<file path="config.mk">
export PLATFORM = sky130hd
export DESIGN_NAME = buzzer_interface_flat
export DESIGN_NICKNAME = d
export VERILOG_FILES = /design/src/rtl/buzzer_pkg.sv /design/src/rtl/buzzer_if.sv /design/src/rtl/buzzer_tone_gen.sv /design/src/rtl/buzzer_interface.sv /design/src/flat_wrapper.sv
export SDC_FILE = /design/constraint.sdc
export NUM_CORES = 1
export LEC_CHECK = 0
export ABC_AREA = 1
export BUFFER_PORTS_ARGS = -buffer_cell sky130_fd_sc_hd__buf_2
export CORE_ASPECT_RATIO = 1.2
export CORE_MARGIN = 3
export CORE_UTILIZATION = 58
export CTS_BUF_LIST = sky130_fd_sc_hd__clkbuf_8
export DETAILED_ROUTE_END_ITERATION = 12
export PLACE_DENSITY = 0.9
export REMOVE_ABC_BUFFERS = 1
export SYNTH_ARGS = -nofsm -noshare
export SYNTH_HDL_FRONTEND = slang
export SYNTH_HIERARCHICAL = 1
export SYNTH_SLANG_ARGS = --single-unit
</file>
<file path="constraint.sdc">
create_clock -name HCLK -period 3.4 [get_ports HCLK]
set_input_delay 0.17 -clock HCLK [delete_from_list [all_inputs] [get_ports HCLK]]
set_output_delay 0.17 -clock HCLK [all_outputs]
set_load 0.05 [all_outputs]
</file>
<file path="src/rtl/buzzer_pkg.sv">
// Shared constants and types for the buzzer peripheral: register offsets,
// CTRL/STATUS bit positions and the playback FSM state type.
package buzzer_pkg;

  // Word offsets (HADDR[4:2])
  localparam logic [2:0] OFF_CTRL     = 3'd0;
  localparam logic [2:0] OFF_HALF_PER = 3'd1;
  localparam logic [2:0] OFF_DURATION = 3'd2;
  localparam logic [2:0] OFF_STATUS   = 3'd3;
  localparam logic [2:0] OFF_REMAIN   = 3'd4;
  localparam logic [2:0] OFF_IRQ_MASK = 3'd5;

  // CTRL bit indices
  localparam int unsigned CTRL_EN     = 0;
  localparam int unsigned CTRL_START  = 1;
  localparam int unsigned CTRL_REPEAT = 2;

  // STATUS bit indices
  localparam int unsigned STAT_BUSY = 0;
  localparam int unsigned STAT_DONE = 1;

  typedef enum logic {
    IDLE = 1'b0,
    RUN  = 1'b1
  } buzz_state_e;

endpackage

</file>
<file path="src/rtl/buzzer_if.sv">
// AHB-Lite signal bundle between a bus master and the buzzer slave.
interface buzzer_if;
  logic        HSEL;
  logic [31:0] HADDR;
  logic [1:0]  HTRANS;
  logic [2:0]  HSIZE;
  logic [3:0]  HPROT;
  logic        HWRITE;
  logic [31:0] HWDATA;
  logic        HREADY;
  logic        HREADYOUT;
  logic [31:0] HRDATA;
  logic        HRESP;

  modport master (
    output HSEL, HADDR, HTRANS, HSIZE, HPROT, HWRITE, HWDATA, HREADY,
    input  HREADYOUT, HRDATA, HRESP
  );

  modport slave (
    input  HSEL, HADDR, HTRANS, HSIZE, HPROT, HWRITE, HWDATA, HREADY,
    output HREADYOUT, HRDATA, HRESP
  );
endinterface

</file>
<file path="src/rtl/buzzer_tone_gen.sv">
// Half-period divider producing the buzzer square wave. load starts a new
// wave high with a cleared counter; enable low forces the output low.
module buzzer_tone_gen #(
  parameter int unsigned HP_W = 17
) (
  input  logic            clk,
  input  logic            rst,
  input  logic            load_i,
  input  logic            enable_i,
  input  logic [HP_W-1:0] half_period_i,
  output logic            buzzer_o
);

  logic [HP_W-1:0] cnt_q;
  logic [HP_W-1:0] limit;

  // eff_hp - 1 with eff_hp = max(half_period, 1); >= covers a shrunk half period
  assign limit = (half_period_i == '0) ? '0 : half_period_i - HP_W'(1);

  // Divider counter and output toggle
  always_ff @(posedge clk) begin
    if (rst) begin
      cnt_q    <= '0;
      buzzer_o <= 1'b0;
    end else if (load_i) begin
      cnt_q    <= '0;
      buzzer_o <= 1'b1;
    end else if (!enable_i) begin
      cnt_q    <= '0;
      buzzer_o <= 1'b0;
    end else if (cnt_q >= limit) begin
      cnt_q    <= '0;
      buzzer_o <= ~buzzer_o;
    end else begin
      cnt_q    <= cnt_q + HP_W'(1);
    end
  end

endmodule

</file>
<file path="src/rtl/buzzer_interface.sv">
// AHB-Lite piezo buzzer peripheral: register file, duration counter and
// playback FSM; tone waveform comes from buzzer_tone_gen.
// Optional macro BUZZER_IRQ_EN adds IRQ_MASK (offset 5) and buzzer_irq.
module buzzer_interface
  import buzzer_pkg::*;
#(
  parameter int unsigned HP_W  = 17,
  parameter int unsigned DUR_W = 22
) (
  input  logic     HCLK,
  input  logic     HRESET,
  buzzer_if.slave  ahb,
  output logic     buzzer_out
`ifdef BUZZER_IRQ_EN
  ,
  output logic     buzzer_irq
`endif
);

  logic [2:0]       addr_q;
  logic             write_q, valid_q;
  logic             en_q, repeat_q, done_q, done_d;
  logic [HP_W-1:0]  hp_q;
  logic [DUR_W-1:0] dur_q, remain_q, remain_d;
  buzz_state_e      state_q, state_d;
  logic             wr_en, wr_ctrl, wr_status, start_req, abort, done_set, load;
  logic             unused_bits;

  assign ahb.HREADYOUT = 1'b1;
  assign ahb.HRESP     = 1'b0;
  assign unused_bits   = ^{ahb.HSIZE, ahb.HPROT, ahb.HADDR, ahb.HTRANS, ahb.HWDATA};

  // Address-phase capture
  always_ff @(posedge HCLK) begin
    if (HRESET) begin
      addr_q  <= '0;
      write_q <= 1'b0;
      valid_q <= 1'b0;
    end else begin
      valid_q <= ahb.HSEL & ahb.HREADY & ahb.HTRANS[1];
      if (ahb.HSEL & ahb.HREADY & ahb.HTRANS[1]) begin
        addr_q  <= ahb.HADDR[4:2];
        write_q <= ahb.HWRITE;
      end
    end
  end

  assign wr_en     = valid_q & write_q;
  assign wr_ctrl   = wr_en & (addr_q == OFF_CTRL);
  assign wr_status = wr_en & (addr_q == OFF_STATUS);
  assign start_req = wr_ctrl & ahb.HWDATA[CTRL_START] & ahb.HWDATA[CTRL_EN];
  assign abort     = wr_ctrl & ~ahb.HWDATA[CTRL_EN] & (state_q == RUN);

  // Next state, remaining count, DONE set and waveform load
  always_comb begin
    state_d  = state_q;
    remain_d = remain_q;
    done_set = 1'b0;
    load     = 1'b0;
    if (start_req) begin
      if (dur_q == '0) begin
        state_d  = IDLE;
        remain_d = '0;
        done_set = 1'b1;
      end else begin
        state_d  = RUN;
        remain_d = dur_q;
        load     = 1'b1;
      end
    end else if (abort) begin
      state_d  = IDLE;
      remain_d = '0;
    end else if (state_q == RUN) begin
      if (remain_q == DUR_W'(1)) begin
        done_set = 1'b1;
        // a repeat reload keeps the tone generator running, so phase is continuous
        if (repeat_q && (dur_q != '0)) begin
          remain_d = dur_q;
        end else begin
          state_d  = IDLE;
          remain_d = '0;
        end
      end else begin
        remain_d = remain_q - DUR_W'(1);
      end
    end
  end

  // DONE: set has priority over write-1-to-clear
  assign done_d = done_set | (done_q & ~(wr_status & ahb.HWDATA[STAT_DONE]));

  // FSM and register state
  always_ff @(posedge HCLK) begin
    if (HRESET) begin
      state_q  <= IDLE;
      remain_q <= '0;
      done_q   <= 1'b0;
      en_q     <= 1'b0;
      repeat_q <= 1'b0;
      hp_q     <= '0;
      dur_q    <= '0;
    end else begin
      state_q  <= state_d;
      remain_q <= remain_d;
      done_q   <= done_d;
      if (wr_ctrl) begin
        en_q     <= ahb.HWDATA[CTRL_EN];
        repeat_q <= ahb.HWDATA[CTRL_REPEAT];
      end
      if (wr_en && (addr_q == OFF_HALF_PER)) hp_q  <= ahb.HWDATA[HP_W-1:0];
      if (wr_en && (addr_q == OFF_DURATION)) dur_q <= ahb.HWDATA[DUR_W-1:0];
    end
  end

`ifdef BUZZER_IRQ_EN
  logic irq_mask_q;

  // IRQ mask register
  always_ff @(posedge HCLK) begin
    if (HRESET) irq_mask_q <= 1'b0;
    else if (wr_en && (addr_q == OFF_IRQ_MASK)) irq_mask_q <= ahb.HWDATA[0];
  end

  assign buzzer_irq = done_q & irq_mask_q;
`endif

  // Read data mux on the latched address
  always_comb begin
    ahb.HRDATA = '0;
    case (addr_q)
      OFF_CTRL: begin
        ahb.HRDATA[CTRL_EN]     = en_q;
        ahb.HRDATA[CTRL_REPEAT] = repeat_q;
      end
      OFF_HALF_PER: ahb.HRDATA[HP_W-1:0]  = hp_q;
      OFF_DURATION: ahb.HRDATA[DUR_W-1:0] = dur_q;
      OFF_STATUS: begin
        ahb.HRDATA[STAT_BUSY] = (state_q == RUN);
        ahb.HRDATA[STAT_DONE] = done_q;
      end
      OFF_REMAIN: ahb.HRDATA[DUR_W-1:0] = remain_q;
`ifdef BUZZER_IRQ_EN
      OFF_IRQ_MASK: ahb.HRDATA[0] = irq_mask_q;
`endif
      default: ahb.HRDATA = '0;
    endcase
  end

  buzzer_tone_gen #(.HP_W(HP_W)) u_tone (
    .clk          (HCLK),
    .rst          (HRESET),
    .load_i       (load),
    .enable_i     (state_d == RUN),
    .half_period_i(hp_q),
    .buzzer_o     (buzzer_out)
  );

endmodule

</file>
<file path="src/flat_wrapper.sv">
// flat-port wrapper written by rule: the top's interface ports become plain ports
module buzzer_interface_flat import buzzer_pkg::*;
#(
  parameter int unsigned HP_W  = 17,
  parameter int unsigned DUR_W = 22
)
  (HCLK, HRESET, buzzer_out, ahb_HSEL, ahb_HADDR, ahb_HTRANS, ahb_HSIZE, ahb_HPROT, ahb_HWRITE, ahb_HWDATA, ahb_HREADY, ahb_HREADYOUT, ahb_HRDATA, ahb_HRESP);
  buzzer_if ahb_i ();
  input  logic HCLK;
  input  logic HRESET;
  output logic buzzer_out;
  input wire logic [$bits(ahb_i.HSEL)-1:0] ahb_HSEL;
  input wire logic [$bits(ahb_i.HADDR)-1:0] ahb_HADDR;
  input wire logic [$bits(ahb_i.HTRANS)-1:0] ahb_HTRANS;
  input wire logic [$bits(ahb_i.HSIZE)-1:0] ahb_HSIZE;
  input wire logic [$bits(ahb_i.HPROT)-1:0] ahb_HPROT;
  input wire logic [$bits(ahb_i.HWRITE)-1:0] ahb_HWRITE;
  input wire logic [$bits(ahb_i.HWDATA)-1:0] ahb_HWDATA;
  input wire logic [$bits(ahb_i.HREADY)-1:0] ahb_HREADY;
  output wire logic [$bits(ahb_i.HREADYOUT)-1:0] ahb_HREADYOUT;
  output wire logic [$bits(ahb_i.HRDATA)-1:0] ahb_HRDATA;
  output wire logic [$bits(ahb_i.HRESP)-1:0] ahb_HRESP;
  assign ahb_i.HSEL = ahb_HSEL;
  assign ahb_i.HADDR = ahb_HADDR;
  assign ahb_i.HTRANS = ahb_HTRANS;
  assign ahb_i.HSIZE = ahb_HSIZE;
  assign ahb_i.HPROT = ahb_HPROT;
  assign ahb_i.HWRITE = ahb_HWRITE;
  assign ahb_i.HWDATA = ahb_HWDATA;
  assign ahb_i.HREADY = ahb_HREADY;
  assign ahb_HREADYOUT = ahb_i.HREADYOUT;
  assign ahb_HRDATA = ahb_i.HRDATA;
  assign ahb_HRESP = ahb_i.HRESP;
  buzzer_interface #(.HP_W(HP_W), .DUR_W(DUR_W)) u_core (.HCLK(HCLK), .HRESET(HRESET), .ahb(ahb_i), .buzzer_out(buzzer_out));
endmodule
</file>
==> impl_metrics.csv <==
group,metric,value,unit
timing,worst_pin_slew,1030,ps
timing,post-route-min-period,2980,ps
worst_hold_path,hp-class,"input pin to flop",
timing,slew_violations,0,
worst_hold_path,min_to,"u_core/addr_q[1]$_SDFFE_PP0P_",
setup_path,cp_cell_sequence,"inv_1, ha_1, nand3_2, nor3_2, inv_1, nor2_1, nand2_2, o21ai_0, ha_1, nand2_1, inv_1, nand4_1, nor2_1, nor2_1, nand3_2, a21oi_1",
drt,drc,0,
setup_path,crit_fanout,17,
logic_synthesis,synth_flop_cell,"dfxtp_1",
cells_and_area,nets,1033,
cells_and_area,antenna_cells,0,
setup_path,cp.required,3700,ps
logic_synthesis,synth_area_leaders,"dfxtp_1 29%, nand2_1 9.2%, inv_1 8.1%, o21ai_0 7.7%, a21oi_1 6.7%",
pwr,ir_drop,0.144,mV
logic_synthesis,synth_top_area_share,29.3,%
logic_synthesis,yosysUniqueCellTypes,42,
drt,ant_nets,0,
setup_path,ff2ff_path_depth,16,
drt,vias,5987,
floorplanning,rows,40,
pwr,power_density,291,mW/mm^2
job,cap_violations,0,
logic_synthesis,synth_commonest_cells,"147 x nand2_1, 129 x inv_1, 93 x o21ai_0",
timing,slew_headroom,31.0,%
drt,first_pass_iters,6,
pwr,leakagePower,0.00304,uW
clock_network,cts_sinks,88,
timing,hold_viol_final,0,
logic_synthesis,yosysMostFrequentCell,"nand2_1",
logic_synthesis,synth_warnings,6,
global_routing,grt_overflow,0,
logic_synthesis,synthCells,896,
clock_network,cts_tree,"built",
clock_network,clk_pin_slew,80,ps
clock_network,root_buffer,"clkbuf_8",
setup_path,worst_path_largest_cell_delay,350,ps
drt,drt_iter0_markers,573,
drt,wl_per_cell,14.3,um
clock_network,cts.path.max_buffers,2,
timing,fin_crit_sh,87.7,%
setup_path,slowest_stage,"nand3_2",
floorplanning,die_w,99.0,um
floorplanning,start_util,59.8,%
setup_path,rr_startpoint,"u_core/hp_q[0]$_SDFFE_PP0P_",
clock_network,clk_latency,370,ps
global_routing,grt_max_degree,65,
logic_synthesis,synth.largest_area_cell,"dfxtp_1",
setup_path,start_kind,"flop",
logic_synthesis,syn_area_per_cell,6.71,sq um
timing,fin_ws,419,ps
setup_path,critical_path_arrival,3280,ps
timing,rsz0062_at_grt,"false",
worst_hold_path,hold_depth,3,
timing,whs,72.5,ps
status,status,"finished clean",
timing,setup_viol,0,
drt,viasPerCell,5.63,
placed_design,port_buffers,53,
floorplanning,die_h,118,um
timing,finalClockSkew,11.5,ps
timing,fmax,335,MHz
placed_design,place_congestion,0.937,
floorplanning,dieArea,0.0116,sq mm
worst_hold_path,min_from,"ahb_HADDR[3]",
floorplanning,io_pins,113,
placed_design,dpl_worst_slack,447,ps
global_routing,gr-usage-all-layers,26.0,%
logic_synthesis,synth_edf_count,0,
timing,setup_tns,0,ps
floorplanning,core,0.0101,sq mm
logic_synthesis,async_flop_share,0,%
clock_network,htree_num_levels,3,
clock_network,cts_setup_buffers,0,
drt,wl,15200,um
global_routing,grt_pass1_vias,5564,
setup_path,path_class,"flop to flop",
clock_network,cts_resized,0,
placed_design,hpwlAfterDp,11200,um
cells_and_area,drive_above_1_share,14.2,%
global_routing,antenna_found_initial,0,
global_routing,grt_pass1_wl,25300,um
logic_synthesis,ys_seq_elements,88,
cells_and_area,syn_to_final_growth,6.74,%
clock_network,cts_made_buffers,9,
logic_synthesis,synth_area,0.00601,sq mm
setup_path,r2r_slack,420,ps
setup_path,regToRegEndpoint,"u_core/u_tone/cnt_q[9]$_SDFF_PP0_",
setup_path,cp-end-kind,"flop",
cells_and_area,fillerInstances,932,
logic_synthesis,synth_seq_area_share,29.3,%
clock_network,postCtsHoldBufs,0,
==> stage by stage <==
| stage | instances | area, sq um | utilization (%) | power [uW] |
|---|---|---|---|---|
| after detailed placement | 1049 | 6250 | 62.1 | 1210 |
| after global routing | 1064 | 6420 | 63.8 | 1920 |
| final | 1064 | 6420 | 63.8 | 1870 |
| after CTS | 1064 | 6420 | 63.8 | 1870 |
| after floorplan | 867 | 5800 | - | 1160 |
| after global placement | 1049 | 6250 | 62.1 | 1210 |
==> cell usage in the layout, fill, tap and decap left out, types with 6 or more instances in the layout <==
cell / count
o21ai_0: 93
o221ai_1: 14
buf_2: 53
inv_2: 6
dfxtp_1: 88
nand3_1: 53
o22ai_1: 9
inv_1: 129
nor2_2: 14
o21ai_1: 11
nand4_1: 14
nor2_1: 90
xnor2_1: 7
nand2_1: 147
nor2_4: 9
xor2_1: 18
ha_1: 21
nand2_4: 6
conb_1: 12
clkbuf_8: 11
a21oi_1: 80
==> registers in the layout, indices dropped and copies added (netlist names) <==
register,cells
u_core/state_q,1
u_core/u_tone/buzzer_o,1
u_core/valid_q,1
u_core/u_tone/cnt_q,17
u_core/done_q,1
u_core/hp_q,17
u_core/dur_q,22
u_core/remain_q,22
u_core/addr_q,3
u_core/write_q,1
u_core/repeat_q,1
u_core/en_q,1
==> layer usage <==
metal  routed length, um  track usage (%)
met2                7630             44.2
met1                6200             31.6
met4                 461             11.6
met3                 943             4.56
met5                   0                0
==> cells by family after synthesis <==
group / count (synthesis) / synth area share [%]
flip-flops: 88 / 29.3
XOR/XNOR: 25 / 3.64
AND/OR/NAND/NOR: 366 / 30.0
AO/OA/AOI/OAI: 219 / 19.9
other: 2 / 0.125
buffers and inverters: 175 / 12.7
adder cells (fa/ha/maj): 21 / 4.37
==> final cells by class <==
cell class | count | area, sq um | share of cell area (%)
clock buffer | 11 | 151 | 2.36
clock inverter | 4 | 20.0 | 0.312
inverter | 136 | 513 | 7.99
multi-input combinational | 643 | 3530 | 55.0
sequential | 88 | 1760 | 27.4
tap | 126 | 158 | 2.46
timing repair buffer | 56 | 288 | 4.48
==> how the worst max path moves through the flow <==
stage | startpoint | endpoint | slack [ps] | cells after the start
2_1_floorplan | u_core/hp_q[0]$_SDFFE_PP0P_ | u_core/u_tone/cnt_q[13]$_SDFF_PP0_ | 930 | 18
3_3_place_gp | u_core/hp_q[0]$_SDFFE_PP0P_ | u_core/u_tone/cnt_q[9]$_SDFF_PP0_ | 530 | 18
3_5_place_dp | u_core/hp_q[0]$_SDFFE_PP0P_ | u_core/u_tone/cnt_q[9]$_SDFF_PP0_ | 450 | 16
4_1_cts | u_core/hp_q[0]$_SDFFE_PP0P_ | u_core/u_tone/cnt_q[9]$_SDFF_PP0_ | 410 | 16
5_1_grt | u_core/hp_q[0]$_SDFFE_PP0P_ | u_core/u_tone/cnt_q[13]$_SDFF_PP0_ | 40 | 18
6_report | u_core/hp_q[0]$_SDFFE_PP0P_ | u_core/u_tone/cnt_q[9]$_SDFF_PP0_ | 420 | 16
==> critical path: cells and delay by family (launching register included) <==
family	cells	cell delay, ps
AND/OR/NAND/NOR	9	1370
AO/OA/AOI/OAI	2	370
buffers and inverters	3	280
flip-flops	1	320
adder cells (fa/ha/maj)	2	560
==> report_power, final <==
group | leakage, uW | internal, uW | switching (uW)
clock network | 0.0000947 | 297 | 383
registers | 0.000709 | 1030 | 4.44
logic | 0.00224 | 39.7 | 108
(Power assumes the default switching activity.)
